## src/rtl/axi4_lite_pkg.sv

```systemverilog
// -----------------------------------------------------------------------------
// axi4_lite_pkg
// Shared AXI4-Lite definitions used by the slave endpoint and the CPU-side
// master interface.
//   RESP_*        : B/R response codes
//   PROT_DEFAULT  : AxPROT value the master drives by default
//   slv_state_e   : slave endpoint FSM state encoding
// -----------------------------------------------------------------------------
package axi4_lite_pkg;

   localparam logic [1:0] RESP_OKAY   = 2'b00;
   localparam logic [1:0] RESP_EXOKAY = 2'b01;
   localparam logic [1:0] RESP_SLVERR = 2'b10;
   localparam logic [1:0] RESP_DECERR = 2'b11;

   localparam logic [2:0] PROT_DEFAULT = 3'b000;

   typedef enum logic [2:0] {
      SLV_IDLE,
      SLV_W_COLLECT,   // exactly one of AW / W captured
      SLV_W_ACCESS,
      SLV_W_RESP,
      SLV_R_ACCESS,
      SLV_R_RESP
   } slv_state_e;

endpackage

```

## src/rtl/axil_slv_addr_decode.sv

```systemverilog
// -----------------------------------------------------------------------------
// axil_slv_addr_decode
// Combinational window check for one AXI4-Lite slave, plus offset from the
// window base with the byte-lane bits cleared.
//   addr     in   absolute byte address
//   in_range out  BASE_ADDR <= addr < BASE_ADDR + ADDR_SPAN
//   offset   out  addr - BASE_ADDR, bits [1:0] forced to 0
// -----------------------------------------------------------------------------
module axil_slv_addr_decode #(
   parameter int                    ADDR_WIDTH = 32,
   parameter logic [ADDR_WIDTH-1:0] BASE_ADDR  = '0,
   parameter logic [ADDR_WIDTH-1:0] ADDR_SPAN  = ADDR_WIDTH'(32'h0000_1000)
) (
   input  logic [ADDR_WIDTH-1:0] addr,
   output logic                  in_range,
   output logic [ADDR_WIDTH-1:0] offset
);

   // One extra bit so the subtraction borrow tells us addr < BASE_ADDR without
   // ever forming BASE_ADDR + ADDR_SPAN (which could wrap at the top of memory).
   logic [ADDR_WIDTH:0] diff;

   assign diff     = {1'b0, addr} - {1'b0, BASE_ADDR};
   assign in_range = ~diff[ADDR_WIDTH] && (diff[ADDR_WIDTH-1:0] < ADDR_SPAN);
   assign offset   = {diff[ADDR_WIDTH-1:2], 2'b00};

endmodule

```

## src/rtl/axi4_lite_slave_if.sv

```systemverilog
// -----------------------------------------------------------------------------
// axi4_lite_slave_if
// AXI4-Lite slave endpoint that turns one AXI transaction at a time into a
// req/ack access on a simple peripheral register bus.
//   clk, rst            : clock, asynchronous active-high reset
//   S_AXI_AW*/W*/B*     : AXI4-Lite write channels (AWPROT ignored)
//   S_AXI_AR*/R*        : AXI4-Lite read channels (ARPROT ignored)
//   reg_addr/wdata/wstrb/wr/req : register-bus request, held until reg_ack
//   reg_rdata/ack/err   : register-bus completion (err -> SLVERR)
// Optional build macro AXIL_SLV_TIMEOUT_EN: abort an access with SLVERR when
// reg_ack has not arrived after TIMEOUT_CYCLES cycles of reg_req.
// -----------------------------------------------------------------------------
module axi4_lite_slave_if
   import axi4_lite_pkg::*;
#(
   parameter int                    ADDR_WIDTH     = 32,
   parameter logic [ADDR_WIDTH-1:0] BASE_ADDR      = ADDR_WIDTH'(32'h0000_0000),
   parameter logic [ADDR_WIDTH-1:0] ADDR_SPAN      = ADDR_WIDTH'(32'h0000_1000),
   parameter int                    TIMEOUT_CYCLES = 255
) (
   input  logic                  clk,
   input  logic                  rst,
   input  logic [ADDR_WIDTH-1:0] S_AXI_AWADDR,
   input  logic [2:0]            S_AXI_AWPROT,
   input  logic                  S_AXI_AWVALID,
   output logic                  S_AXI_AWREADY,
   input  logic [31:0]           S_AXI_WDATA,
   input  logic [3:0]            S_AXI_WSTRB,
   input  logic                  S_AXI_WVALID,
   output logic                  S_AXI_WREADY,
   output logic [1:0]            S_AXI_BRESP,
   output logic                  S_AXI_BVALID,
   input  logic                  S_AXI_BREADY,
   input  logic [ADDR_WIDTH-1:0] S_AXI_ARADDR,
   input  logic [2:0]            S_AXI_ARPROT,
   input  logic                  S_AXI_ARVALID,
   output logic                  S_AXI_ARREADY,
   output logic [31:0]           S_AXI_RDATA,
   output logic [1:0]            S_AXI_RRESP,
   output logic                  S_AXI_RVALID,
   input  logic                  S_AXI_RREADY,
   output logic [ADDR_WIDTH-1:0] reg_addr,
   output logic [31:0]           reg_wdata,
   output logic [3:0]            reg_wstrb,
   output logic                  reg_wr,
   output logic                  reg_req,
   input  logic [31:0]           reg_rdata,
   input  logic                  reg_ack,
   input  logic                  reg_err
);

   slv_state_e state, state_n;

   logic                  aw_got, w_got;
   logic                  rd_prio;      // 1: read wins the next contested cycle
   logic                  dec_err;      // current access missed the window
   logic [ADDR_WIDTH-1:0] aw_addr_q;
   logic [31:0]           wdata_q;
   logic [3:0]            wstrb_q;

   logic                  wr_pend, in_idle, capt_st, contested;
   logic                  arready_c, awready_c, wready_c;
   logic                  rd_grant, aw_hs, w_hs, w_go;
   logic                  ack_hit, acc_done, timeout_hit;
   logic [1:0]            resp_c;
   logic [ADDR_WIDTH-1:0] acc_addr, dec_off;
   logic                  dec_hit;

   // AxPROT carries nothing this endpoint acts on.
   logic unused_ok;
   assign unused_ok = ^{S_AXI_AWPROT, S_AXI_ARPROT};

   // -------------------------------------------------------------------------
   // Next-state / handshake logic
   // -------------------------------------------------------------------------
   always_comb begin
      wr_pend   = S_AXI_AWVALID | S_AXI_WVALID;
      in_idle   = (state == SLV_IDLE);
      capt_st   = in_idle | (state == SLV_W_COLLECT);
      // Readies are forced low while reset is held so every output reads 0.
      arready_c = ~rst & in_idle & (~wr_pend | rd_prio);
      rd_grant  = arready_c & S_AXI_ARVALID;
      awready_c = ~rst & capt_st & ~aw_got & ~rd_grant;
      wready_c  = ~rst & capt_st & ~w_got  & ~rd_grant;
      aw_hs     = awready_c & S_AXI_AWVALID;
      w_hs      = wready_c & S_AXI_WVALID;
      contested = in_idle & S_AXI_ARVALID & wr_pend;
      // Address of the access about to start: live on the handshake cycle,
      // otherwise the previously latched AW address.
      acc_addr  = rd_grant ? S_AXI_ARADDR : (aw_hs ? S_AXI_AWADDR : aw_addr_q);
      ack_hit   = reg_req & reg_ack;
      acc_done  = dec_err | ack_hit | timeout_hit;
      if (dec_err)      resp_c = RESP_DECERR;
      else if (ack_hit) resp_c = reg_err ? RESP_SLVERR : RESP_OKAY;
      else              resp_c = RESP_SLVERR;   // timeout

      w_go    = 1'b0;
      state_n = state;
      case (state)
         SLV_IDLE: begin
            if (rd_grant)
               state_n = SLV_R_ACCESS;
            else if (aw_hs && w_hs) begin
               state_n = SLV_W_ACCESS;
               w_go    = 1'b1;
            end else if (aw_hs || w_hs)
               state_n = SLV_W_COLLECT;
         end
         SLV_W_COLLECT: begin
            if ((aw_got || aw_hs) && (w_got || w_hs)) begin
               state_n = SLV_W_ACCESS;
               w_go    = 1'b1;
            end
         end
         SLV_W_ACCESS: if (acc_done)     state_n = SLV_W_RESP;
         SLV_W_RESP:   if (S_AXI_BREADY) state_n = SLV_IDLE;
         SLV_R_ACCESS: if (acc_done)     state_n = SLV_R_RESP;
         SLV_R_RESP:   if (S_AXI_RREADY) state_n = SLV_IDLE;
         default:                        state_n = SLV_IDLE;
      endcase
   end

   assign S_AXI_ARREADY = arready_c;
   assign S_AXI_AWREADY = awready_c;
   assign S_AXI_WREADY  = wready_c;

   axil_slv_addr_decode #(
      .ADDR_WIDTH (ADDR_WIDTH),
      .BASE_ADDR  (BASE_ADDR),
      .ADDR_SPAN  (ADDR_SPAN)
   ) u_dec (
      .addr     (acc_addr),
      .in_range (dec_hit),
      .offset   (dec_off)
   );

   always_ff @(posedge clk or posedge rst) begin
      if (rst) state <= SLV_IDLE;
      else     state <= state_n;
   end

   // -------------------------------------------------------------------------
   // Capture, register-bus request and AXI response registers
   // -------------------------------------------------------------------------
   always_ff @(posedge clk or posedge rst) begin
      if (rst) begin
         aw_got       <= 1'b0;
         w_got        <= 1'b0;
         rd_prio      <= 1'b0;
         dec_err      <= 1'b0;
         aw_addr_q    <= '0;
         wdata_q      <= '0;
         wstrb_q      <= '0;
         reg_req      <= 1'b0;
         reg_addr     <= '0;
         reg_wdata    <= '0;
         reg_wstrb    <= '0;
         reg_wr       <= 1'b0;
         S_AXI_BVALID <= 1'b0;
         S_AXI_BRESP  <= RESP_OKAY;
         S_AXI_RVALID <= 1'b0;
         S_AXI_RRESP  <= RESP_OKAY;
         S_AXI_RDATA  <= '0;
      end else begin
         if (contested && (rd_grant || aw_hs || w_hs))
            rd_prio <= ~rd_prio;

         if (aw_hs) begin
            aw_addr_q <= S_AXI_AWADDR;
            aw_got    <= 1'b1;
         end
         if (w_hs) begin
            wdata_q <= S_AXI_WDATA;
            wstrb_q <= S_AXI_WSTRB;
            w_got   <= 1'b1;
         end

         // Launch: reg_req is high on the first ACCESS cycle unless the
         // address misses, in which case ACCESS idles one cycle.
         if (w_go) begin
            aw_got    <= 1'b0;
            w_got     <= 1'b0;
            reg_req   <= dec_hit;
            dec_err   <= ~dec_hit;
            reg_addr  <= dec_off;
            reg_wdata <= w_hs ? S_AXI_WDATA : wdata_q;
            reg_wstrb <= w_hs ? S_AXI_WSTRB : wstrb_q;
            reg_wr    <= 1'b1;
         end
         if (rd_grant) begin
            reg_req   <= dec_hit;
            dec_err   <= ~dec_hit;
            reg_addr  <= dec_off;
            reg_wdata <= '0;
            reg_wstrb <= '0;
            reg_wr    <= 1'b0;
         end

         if ((state == SLV_W_ACCESS || state == SLV_R_ACCESS) && acc_done) begin
            reg_req <= 1'b0;
            dec_err <= 1'b0;
            if (state == SLV_W_ACCESS) begin
               S_AXI_BVALID <= 1'b1;
               S_AXI_BRESP  <= resp_c;
            end else begin
               S_AXI_RVALID <= 1'b1;
               S_AXI_RRESP  <= resp_c;
               S_AXI_RDATA  <= (resp_c == RESP_OKAY) ? reg_rdata : 32'h0;
            end
         end

         if (S_AXI_BVALID && S_AXI_BREADY) S_AXI_BVALID <= 1'b0;
         if (S_AXI_RVALID && S_AXI_RREADY) S_AXI_RVALID <= 1'b0;
      end
   end

   // -------------------------------------------------------------------------
   // reg_ack watchdog
   // -------------------------------------------------------------------------
`ifdef AXIL_SLV_TIMEOUT_EN
   localparam int TO_W = ($clog2(TIMEOUT_CYCLES + 1) > 8) ? $clog2(TIMEOUT_CYCLES + 1) : 8;
   logic [TO_W-1:0] to_cnt;

   // Counts cycles reg_req has been waiting; reg_req is low before every
   // launch so the count restarts from 0 for each access.
   always_ff @(posedge clk or posedge rst) begin
      if (rst)                    to_cnt <= '0;
      else if (reg_req && !reg_ack) to_cnt <= to_cnt + 1'b1;
      else                        to_cnt <= '0;
   end

   assign timeout_hit = reg_req && !reg_ack && (to_cnt == TO_W'(TIMEOUT_CYCLES - 1));
`else
   logic unused_to;
   assign unused_to   = ^TIMEOUT_CYCLES;
   assign timeout_hit = 1'b0;
`endif

endmodule
```

## config.mk

```make
export PLATFORM = sky130hd
export DESIGN_NAME = axi4_lite_slave_if
export DESIGN_NICKNAME = d
export VERILOG_FILES = /design/src/rtl/axi4_lite_pkg.sv /design/src/rtl/axil_slv_addr_decode.sv /design/src/rtl/axi4_lite_slave_if.sv
export SDC_FILE = /design/constraint.sdc
export NUM_CORES = 1
export LEC_CHECK = 0
export BUFFER_PORTS_ARGS = -buffer_cell sky130_fd_sc_hd__buf_2
export CAP_MARGIN = 40
export CORE_ASPECT_RATIO = 1.5
export CORE_MARGIN = 5
export CORE_UTILIZATION = 50
export DETAILED_ROUTE_END_ITERATION = 6
export PLACE_DENSITY = 0.89
export SLEW_MARGIN = 20
export SYNTH_ARGS = -nofsm -noshare
export SYNTH_HDL_FRONTEND = slang
export SYNTH_SLANG_ARGS = --single-unit
```

## constraint.sdc

```tcl
create_clock -name clk -period 8.9 [get_ports clk]
set_input_delay 1.78 -clock clk [delete_from_list [all_inputs] [get_ports clk]]
set_output_delay 1.78 -clock clk [all_outputs]
set_load 0.05 [all_outputs]
```

* Word level (Yosys, flattened, before mapping)
Cells that the tools add are included.
** Storage, ports and cells
- Bits in registers :: 183
- Output and inout port bits :: 111
** Operators by class
- Muxes and demuxes :: 45
- Bitwise gates (word level) :: 25
- $lt $le $gt $ge :: 1
- Reduce and logical (&&, ||, !) cells :: 26
- Equal/unequal tests :: 12
** Operators with widths (count)
- $mux W32 :: 8
- $lt A32 B13 Y1 const B :: 1
- $mux W3 :: 8
- $mux W1 :: 21
- $pmux W3 S6 :: 1
- $and A1 B1 Y1 :: 13
- $mux W4 :: 3
- $reduce_bool A2 Y1 :: 6
- $ne A2 B2 Y1 const B :: 4
- $not A1 Y1 :: 8
- $reduce_and A2 Y1 :: 4
- $eq A3 B2 Y1 const B :: 2
- $eq A3 B3 Y1 const B :: 2
- $logic_and A1 B1 Y1 :: 6
- $logic_or A1 B1 Y1 :: 6
- $mux W2 :: 3
- $reduce_and A6 Y1 :: 1
- $ne A2 B1 Y1 const B :: 2
- $ne A4 B1 Y1 const B :: 1
- $or A1 B1 Y1 :: 4
- $eq A3 B1 Y1 const B :: 1
- $logic_not A3 Y1 :: 1
- $reduce_bool A3 Y1 :: 1
- $logic_not A2 Y1 :: 1
- $pmux W1 S2 :: 1

* Longest topological paths before layout
Gate-level depths: netlist (run 1).
- Depth after elaboration :: 15
- Depth in mapped cells :: 9
- Depth with buffers taken out :: 6

* By module
Synthesis (run 1) repeated with hierarchy kept, for this count alone.
** Unflattened totals
- Cell total of the unflattened synthesis :: 587
- Area, all modules :: 8305.5 µm²
** By module, submodules not included
- axi4_lite_slave_if :: seq. area each 4579.4 µm², instances 1, area each 8017.7 µm², cells each 546
- axil_slv_addr_decode :: seq. area each 0.0 µm², instances 1, area each 287.8 µm², cells each 41

* Worst setup path after synthesis (run 1)
Ideal clock, no wire load.
- Kind :: input to output
- Start :: in rst
- End :: out S_AXI_AWREADY
- Buffers on the path :: 0
- Arrival :: 7150 ps
- Setup slack :: -30 ps
- Cell stages on the path :: 3
- Cell sequence :: inv_1 nand2_1 nor3_1
** On the way
- Longest elaborated chain between the ends :: 6
- Elaborated cells between the ends (all ways) :: 8
- Classes of those cells :: 8 x bitwise
** RTL lines
- start: declaration :: RTL line axi4_lite_slave_if.sv:22 : input logic rst,
- $not A1 Y1 * :: RTL line axi4_lite_slave_if.sv:81, axi4_lite_slave_if.sv:83
- $and A1 B1 Y1 (2 in series) :: RTL line axi4_lite_slave_if.sv:81 : arready_c = ~rst & in_idle & (~wr_pend | rd_prio);
- $and A1 B1 Y1 :: RTL line axi4_lite_slave_if.sv:82 : rd_grant = arready_c & S_AXI_ARVALID;
- $not A1 Y1 :: RTL line axi4_lite_slave_if.sv:83 : awready_c = ~rst & capt_st & ~aw_got & ~rd_grant;
- $and A1 B1 Y1 * :: RTL line axi4_lite_slave_if.sv:83
- end: declaration :: RTL line axi4_lite_slave_if.sv:26 : output logic S_AXI_AWREADY,
Mark *: on every way between the ends. The rest lies on a longest branch, timed or not.

* Worst setup path after layout (run 1)
- Start :: in rst
- End :: out S_AXI_WREADY
** On the way
- Longest elaborated chain between the ends :: 6
- Elaborated cells between the ends (all ways) :: 8
- Classes of those cells :: 8 x bitwise
** RTL lines
- $not A1 Y1 * :: RTL line axi4_lite_slave_if.sv:81, axi4_lite_slave_if.sv:84
- $and A1 B1 Y1 (2 in series) :: RTL line axi4_lite_slave_if.sv:81
- $and A1 B1 Y1 :: RTL line axi4_lite_slave_if.sv:82
- $not A1 Y1 :: RTL line axi4_lite_slave_if.sv:84 : wready_c = ~rst & capt_st & ~w_got & ~rd_grant;
- $and A1 B1 Y1 * :: RTL line axi4_lite_slave_if.sv:84
- end: declaration :: RTL line axi4_lite_slave_if.sv:30 : output logic S_AXI_WREADY,
Marked as above.

==> results.json, run 1 <==
{
  "hold_violations": 0,
  "syn2layout_area_growth_pct": 27.1,
  "vias_per_cell": 5.62,
  "die-area_um2": 17600,
  "critPathRequiredTime_ns": 7.12,
  "slowest_stage": "buf_2",
  "dp_hpwl_mm": 13.9,
  "cts_resized": 0,
  "cts_buffer_depth": 2,
  "worstMarginPinSlew_ns": 0.793,
  "yosysUniqueCellTypes": 47,
  "synthArstFlopShare_pct": 100,
  "path_common_cell": "buf_2",
  "post_cts_buffers": 0,
  "tns_ns": 0,
  "drt_iter0_markers": 293,
  "synth.avg_cell_area_um2": 13.0,
  "final_cell_mix": "245 x buf_2, 179 x dfrtp_1, 64 x mux2_2",
  "synthMuxAreaShare_pct": 12.6,
  "grt_pass1_vias": 6144,
  "drcViolationCount": 0,
  "cts_buffers": 17,
  "synth_top_family_by_area": "compound AO/OA/AOI/OAI gates",
  "rsz0062_at_grt": "no",
  "synthAdderAreaFrac_pct": 0,
  "path_class": "input pin to primary output",
  "vias": 5753,
  "grtUsageTotal_pct": 22.0,
  "period_minus_slack_ns": 4.65,
  "cp-start-kind": "input pin",
  "die_height_um": 160,
  "worstPathArrival_ns": 2.87,
  "seq_area_frac_synth_pct": 59.5,
  "root_buffer": "clkbuf_16",
  "grt_start_max_net_pins": 58,
  "firstDrtPassIters": 4,
  "period_share_pct": 52.3,
  "drt-total-wl_mm": 19.3,
  "port-buffer-count": 245,
  "crit_chain": "buf_2 -> clkinvlp_4 -> nand2_1 -> nor3_1 -> buf_2",
  "cp-end-kind": "primary output",
  "p_leak_nw": 5.15,
  "power.total_mw": 3.50,
  "vdd.ir_drop.worst_mv": 0.181,
  "fmax_mhz": 215,
  "status": "completed",
  "final_common_cell": "buf_2",
  "synthXorXnorAreaFrac_pct": 0.116,
  "synthSimpleGateAreaFrac_pct": 9.80,
  "clock_latency_ns": 0.42,
  "synth_compound_gate_area_share_pct": 14.4,
  "core_um2": 14900,
  "slew_headroom_pct": 47.1,
  "num_rows": 55,
  "setup_viol": 0,
  "drtAntennaViolNets": 0,
  "nNetsFinal": 955,
  "finClkSkew_ns": 0.0154,
  "avgRoutedWirePerCell_um": 18.9,
  "drv_cap": 0,
  "cts_tree": "done",
  "drive_above_1_share_pct": 44.7,
  "cellPowerDensity_nw_per_um2": 366,
  "final_area_um2": 9560,
  "placed_area_um2": 8960,
  "synthFlopType": "dfrtp_1",
  "chipWidth_um": 110,
  "grt_pass1_wl_mm": 30.7,
  "cts_sinks": 179,
  "antenna_found_initial": 4,
  "holdBufCountCts": 0,
  "crit_fanout": 16,
  "critical_path.max_stage_delay_ns": 0.31,
  "io_pins": 258,
  "h-tree-depth": 4,
  "worstHoldPathType": "register to register",
  "synthCells": 578,
  "place_congestion": 0.822,
  "synth_edf_count": 0,
  "clk_pin_slew_ns": 0.07,
  "grt-ovfl-total": 0,
  "start_util_pct": 50.4,
  "netlist_area_um2": 7520,
  "ys_warn_count": 0,
  "slew_violations": 0,
  "ys_ff_latch": 179
}
==> final cells by class <==
cell class / count / area, um2
sequential: 179 / 4480
timing repair buffer: 258 / 1400
antenna: 4 / 10.0
clock buffer: 19 / 453
fill: 1167 / 5370
inverter: 5 / 22.5
tap: 199 / 249
clock inverter: 13 / 139
multi-input combinational: 347 / 2810
==> cell families after synthesis <==
logic type | after synthesis
mux | 87
other cells | 1
simple gates | 126
flops | 179
buf+inv | 53
xor+xnor | 1
compound gates | 131
==> where the power goes <==
group	switching [mW]	total, mW	internal, mW
Combinational	0.977	1.48	0.500
Clock	0.337	0.750	0.413
Sequential	0.156	1.27	1.12
==> metrics by stage <==
stage / setup slack [ns] / instances / hold slack [ns] / utilization, %
2_1_floorplan: 2.04 / 579 / 0.466 / -
3_3_place_gp: 3.96 / 983 / 0.456 / 59.2
3_5_place_dp: 3.99 / 988 / 0.469 / 60.0
4_1_cts: 4.23 / 1020 / 0.478 / 64.0
5_1_grt: 4.12 / 1024 / 0.496 / 64.0
6_report: 4.25 / 1024 / 0.475 / 64.0
==> state kept, by name, indices dropped and copies added, names as in the netlist <==
name / flops
reg_wdata: 32
reg_wstrb: 4
S_AXI_BVALID: 1
S_AXI_RDATA: 32
rd_prio: 1
S_AXI_RVALID: 1
aw_addr_q: 30
S_AXI_BRESP: 2
reg_wr: 1
state: 3
aw_got: 1
w_got: 1
wstrb_q: 4
reg_req: 1
S_AXI_RRESP: 2
reg_addr: 30
dec_err: 1
wdata_q: 32
==> worst paths after layout <==
kind / cells after the start / slack [ns] / end / startpoint
max: 5 / 4.25 / S_AXI_WREADY / rst
min: 1 / 0.47 / S_AXI_RVALID / S_AXI_RVALID
max reg2reg: 7 / 5.32 / dec_err / state[2]
min reg2reg: 1 / 0.47 / S_AXI_RVALID / S_AXI_RVALID
max in group asynchronous: 4 / 6.49 / aw_addr_q[17] / rst
min in group asynchronous: 2 / 1.37 / reg_wdata[9] / rst
==> critical path: cells and delay by family <==
family                 cells  cell delay, ns
buffers and inverters      3            0.70
AND/OR/NAND/NOR            2            0.39
==> cells in the mapped netlist, drive strengths merged (5+ instances only) <==
library cell / number / area [um2]
a221o: 11 / 110
nor4: 12 / 75.1
a21oi: 8 / 40.0
mux2: 64 / 721
nor2: 9 / 33.8
clkbuf: 22 / 82.6
a41o: 37 / 372
o21ai: 22 / 110
dfrtp: 179 / 4480
buf: 26 / 160
and3: 37 / 231
inv: 5 / 18.8
nor3: 5 / 36.3
mux2i: 23 / 230
nand2: 34 / 128
nor2b: 14 / 87.6
a22o: 34 / 298
==> routing by layer <==
layer  part of all wire, %  global-route usage, %
met1                    39                   25.9
met2                    53                   37.0
met3                   4.9                   4.57
met4                   3.6                   11.7
met5                     0                      0
Power figures use the tool's default switching activity.
==> run 2: changes to the inputs <==
==> constraint.sdc (replaced) <==
create_clock -name clk -period 4.52 [get_ports clk]
set_input_delay 0.904 -clock clk [delete_from_list [all_inputs] [get_ports clk]]
set_output_delay 0.904 -clock clk [all_outputs]
set_load 0.05 [all_outputs]
==> run 2 against run 1 <==
Effect of this change:
- global-route usage is 0.89 points higher
- clock-buffer cell count is 2 lower
- clock power is 93% higher
- via count is 0.37% higher
- die area stayed put
- flip-flop and latch count stayed put
- non-clock buffer count is 2 lower
- critical path type unchanged
- critical endpoint is now S_AXI_AWREADY
- largest cell class unchanged
- highest routed layer is now met5
==> results.json, run 2 (synthesis results as in run 1) <==
{
  "chipWidth_um": 110,
  "crit_chain": "buf_2 -> nor3_4 -> and3_2 -> nor3_2 -> buf_2",
  "vdd.ir_drop.worst_mv": 0.438,
  "antenna_found_initial": 3,
  "tns_ns": 0,
  "avgRoutedWirePerCell_um": 19.2,
  "wl_met3_mm": 1.23,
  "setup_viol": 0,
  "firstDrtPassIters": 4,
  "final_cell_mix": "245 x buf_2, 179 x dfrtp_1, 64 x mux2_2",
  "critPathBufInv": 2,
  "hold_violations": 0,
  "path_common_cell": "buf_2",
  "period_share_pct": 70.4,
  "reg.largest.list": "S_AXI_RDATA x32, reg_wdata x32, wdata_q x32",
  "clock_latency_ns": 0.42,
  "num_rows": 55,
  "holdBufCountCts": 0,
  "p_leak_nw": 5.10,
  "cp-start-kind": "input pin",
  "critPathRequiredTime_ns": 3.62,
  "drtAntennaViolNets": 0,
  "drt-total-wl_mm": 19.6,
  "worstHoldPathType": "register to register",
  "worstPathArrival_ns": 2.28,
  "grtUsageTotal_pct": 22.9,
  "cellPowerDensity_nw_per_um2": 722,
  "dr_wl_met2_mm": 10.3,
  "rsz0062_at_grt": "no",
  "drive_above_1_share_pct": 44.9,
  "slowest_stage": "and3_2",
  "cts_buffers": 17,
  "cts_resized": 0,
  "vias_per_cell": 5.67,
  "clk_pin_slew_ns": 0.07,
  "grt_start_max_net_pins": 180,
  "start_util_pct": 50.4,
  "io_pins": 258,
  "place_congestion": 0.790,
  "grt_pass1_vias": 6295,
  "root_buffer": "clkbuf_16",
  "vias": 5774,
  "syn2layout_area_growth_pct": 25.9,
  "path_delay_family": "simple AND/OR/NAND/NOR gates",
  "crit_fanout": 30,
  "core_um2": 14900,
  "fmax_mhz": 314,
  "cts_buffer_depth": 2,
  "nNetsFinal": 953,
  "post_cts_buffers": 0,
  "critical_path.max_stage_delay_ns": 0.62,
  "cp-end-kind": "primary output",
  "grt-ovfl-total": 0,
  "path_class": "input pin to primary output",
  "finClkSkew_ns": 0.0117,
  "period_minus_slack_ns": 3.18,
  "drv_cap": 0,
  "final_common_cell": "buf_2",
  "die_height_um": 160,
  "drt_iter0_markers": 346,
  "drt-met1-wl_mm": 7.30,
  "die-area_um2": 17600,
  "slew_violations": 0,
  "slew_headroom_pct": 38.8,
  "dp_hpwl_mm": 13.6,
  "drcViolationCount": 0,
  "power.total_mw": 6.84,
  "worstMarginPinSlew_ns": 0.917,
  "post-route-util_pct": 63.4,
  "grt_pass1_wl_mm": 31.6,
  "cts_tree": "done",
  "cts_sinks": 179,
  "h-tree-depth": 4,
  "status": "completed",
  "topRoutingLayerUsed": "met5",
  "port-buffer-count": 245
}
==> run 2: worst paths after layout <==
check                           endpoint  slack, ns         start  depth (start not counted)
max                        S_AXI_AWREADY       1.34           rst                          5
min reg2reg                 S_AXI_RVALID       0.47  S_AXI_RVALID                          1
max in group asynchronous    wdata_q[28]       3.07           rst                          3
min in group asynchronous       state[1]       0.82           rst                          3
min                         S_AXI_RVALID       0.47  S_AXI_RVALID                          1
max reg2reg                 reg_addr[23]       1.68      state[1]                          7
==> run 2: report_power, final <==
group | switching, mW | internal (mW) | total (mW)
clock network | 0.633 | 0.822 | 1.45
registers | 0.290 | 2.20 | 2.49
logic | 1.93 | 0.967 | 2.90
total | 2.86 | 3.98 | 6.84
==> run 2: through the flow <==
step | instance area, um2 | setup slack, ns | hold slack (ns) | cells
2_1_floorplan | 7540 | -0.565 | 0.466 | 579
3_5_place_dp | 8890 | 1.24 | 0.462 | 986
6_report | 9470 | 1.34 | 0.469 | 1019
4_1_cts | 9470 | 1.32 | 0.472 | 1017
5_1_grt | 9470 | 1.20 | 0.486 | 1019
3_3_place_gp | 8880 | 1.27 | 0.456 | 985
==> run 2: layout make-up <==
type                            count  area (um2)
Antenna cell                        2        5.00
Tap cell                          199         249
Fill cell                        1196        5460
Multi-Input combinational cell    347        2810
Inverter                            5        22.5
Sequential cell                   179        4480
Timing Repair Buffer              256        1330
Clock buffer                       17         425
Clock inverter                     14         153
==> run 2: routing by layer <==
metal,up-vias,track usage [%]
met5,-,0
met4,2,12.0
met3,55,5.58
met2,208,38.2
met1,2875,26.8
li1,2634,-
==> run 3: changes to the inputs <==
==> constraint.sdc (replaced) <==
create_clock -name clk -period 3.1 [get_ports clk]
set_input_delay 0.62 -clock clk [delete_from_list [all_inputs] [get_ports clk]]
set_output_delay 0.62 -clock clk [all_outputs]
set_load 0.05 [all_outputs]
==> run 3 against run 2 <==
Effect of this change:
- non-clock buffer count is 5 higher
- clock power is 43% higher
- flip-flop and latch count stayed put
- final cell count is 0.69% higher
- critical path type is now register to primary output
- power is 46% higher
- via count is 1.3% lower
- combinational power is 47% higher
- first-iteration DRC count is 24% higher
- sequential power is 46% higher
- clock skew is 0.0018 ns higher
==> results.json, run 3 (synthesis results as in run 1) <==
{
  "status": "completed",
  "holdBufCountCts": 0,
  "grt_pass1_vias": 6170,
  "hold_violations": 0,
  "core_um2": 14900,
  "clock_latency_ns": 0.42,
  "avgRoutedWirePerCell_um": 19.0,
  "worstHoldPathType": "input pin to register",
  "top_usage_layer": "met2",
  "vdd.ir_drop.worst_mv": 0.639,
  "drv_cap": 0,
  "nNetsFinal": 958,
  "drtAntennaViolNets": 0,
  "power.total_mw": 9.96,
  "final_common_cell": "buf_2",
  "period_share_pct": 88.3,
  "cts_buffer_depth": 2,
  "r2r_start": "state[2]",
  "chipWidth_um": 110,
  "root_buffer": "clkbuf_16",
  "cts_buffers": 17,
  "p_leak_nw": 5.12,
  "drive_above_1_share_pct": 45.2,
  "dp_hpwl_mm": 13.8,
  "grtUsageTotal_pct": 22.9,
  "num_rows": 55,
  "worstMarginPinSlew_ns": 0.963,
  "antenna_found_initial": 5,
  "critPathRequiredTime_ns": 2.48,
  "clk_pin_slew_ns": 0.07,
  "slew_violations": 0,
  "io_pins": 258,
  "die_height_um": 160,
  "rsz0062_at_grt": "no",
  "grt_pass1_wl_mm": 31.8,
  "cts_resized": 0,
  "cts_sinks": 179,
  "firstDrtPassIters": 4,
  "cellPowerDensity_nw_per_um2": 1050,
  "vias": 5698,
  "finClkSkew_ns": 0.0135,
  "drt_iter0_markers": 428,
  "regToRegSetupSlack_ns": 0.47,
  "post_cts_buffers": 0,
  "met2_usage_pct": 39.2,
  "crit_fanout": 21,
  "path_class": "register to primary output",
  "port-buffer-count": 245,
  "die-area_um2": 17600,
  "slew_headroom_pct": 35.8,
  "setup_viol": 0,
  "grt-ovfl-total": 0,
  "timing.hold.ws_ns": 0.417,
  "cts_tree": "done",
  "crit_path_end": "S_AXI_AWREADY",
  "grt_start_max_net_pins": 180,
  "vias_per_cell": 5.55,
  "fmax_mhz": 365,
  "start_util_pct": 50.4,
  "drt-total-wl_mm": 19.5,
  "period_minus_slack_ns": 2.74,
  "reg.largest.list": "S_AXI_RDATA x32, reg_wdata x32, wdata_q x32",
  "grtUsageMet1_pct": 27.3,
  "drcViolationCount": 0,
  "worstPathArrival_ns": 2.12,
  "place_congestion": 0.811,
  "syn2layout_area_growth_pct": 26.3,
  "timing.critical_path.from": "state[2]",
  "reg2reg_depth": 6,
  "final_cell_mix": "245 x buf_2, 179 x dfrtp_1, 64 x mux2_2",
  "cp-end-kind": "primary output",
  "r2r_end": "reg_addr[9]",
  "gr-usage-met3_pct": 5.26,
  "cp-start-kind": "register",
  "h-tree-depth": 4
}
==> run 3: cell count changes in the layout (fill, tap and decap cells not counted), sizes merged <==
cell,previous run,this run
clkinv,4,3
diode,2,4
buf,256,261
inv,10,11
bufinv,2,0
clkbuf,17,19
==> run 3: metal layers <==
layer | vias to the layer above | wire length [um] | share of wire, %
met1 | 2845 | 7420 | 38
met4 | 2 | 548 | 2.8
li1 | 2630 | - | -
met5 | - | 7 | 0.036
met3 | 41 | 1070 | 5.5
met2 | 180 | 10500 | 54
==> run 3: metrics by stage <==
stage | cell area (um2) | setup slack (ns) | util, % | setup TNS (ns) | std cells
CTS | 9490 | 0.347 | 63.6 | 0 | 1022
finish | 9500 | 0.362 | 63.6 | 0 | 1026
detailed placement | 8920 | 0.287 | 59.7 | 0 | 991
floorplan | 7540 | -1.42 | - | -5.11 | 579
global placement | 8920 | 0.346 | 59.7 | 0 | 991
global route | 9500 | 0.197 | 63.6 | 0 | 1026
==> run 3: cell type report <==
type	instances	area (um2)
fillers	1173	5430
flip-flops and latches	179	4480
multi-input cells	347	2810
repair buffers	261	1360
clock buffers	19	453
well taps	199	249
clock inverters	12	118
inverters	5	22.5
diodes	4	10.0
==> run 3: worst min path at each step <==
stage | startpoint | to | depth (start not counted)
finish | reg_rdata[9] | S_AXI_RDATA[9] | 2
global placement | S_AXI_RVALID | S_AXI_RVALID | 1
global route | reg_rdata[11] | S_AXI_RDATA[11] | 2
CTS | reg_rdata[26] | S_AXI_RDATA[26] | 2
detailed placement | S_AXI_RVALID | S_AXI_RVALID | 1
floorplan | aw_addr_q[24] | aw_addr_q[24] | 2
==> run 3: where the power goes <==
| part | total (mW) | switching [mW] | internal, mW |
|---|---|---|---|
| Clock | 2.08 | 0.976 | 1.10 |
| Sequential | 3.63 | 0.431 | 3.20 |
| Combinational | 4.25 | 2.82 | 1.43 |
| Total | 9.96 | 4.23 | 5.73 |
==> run 3: worst max-delay path, stage by stage (launching register included) <==
cell     delay (ns)
dfrtp_1        0.48
nor3_4         0.41
and3_2         0.51
nor3_2         0.08
buf_2          0.23
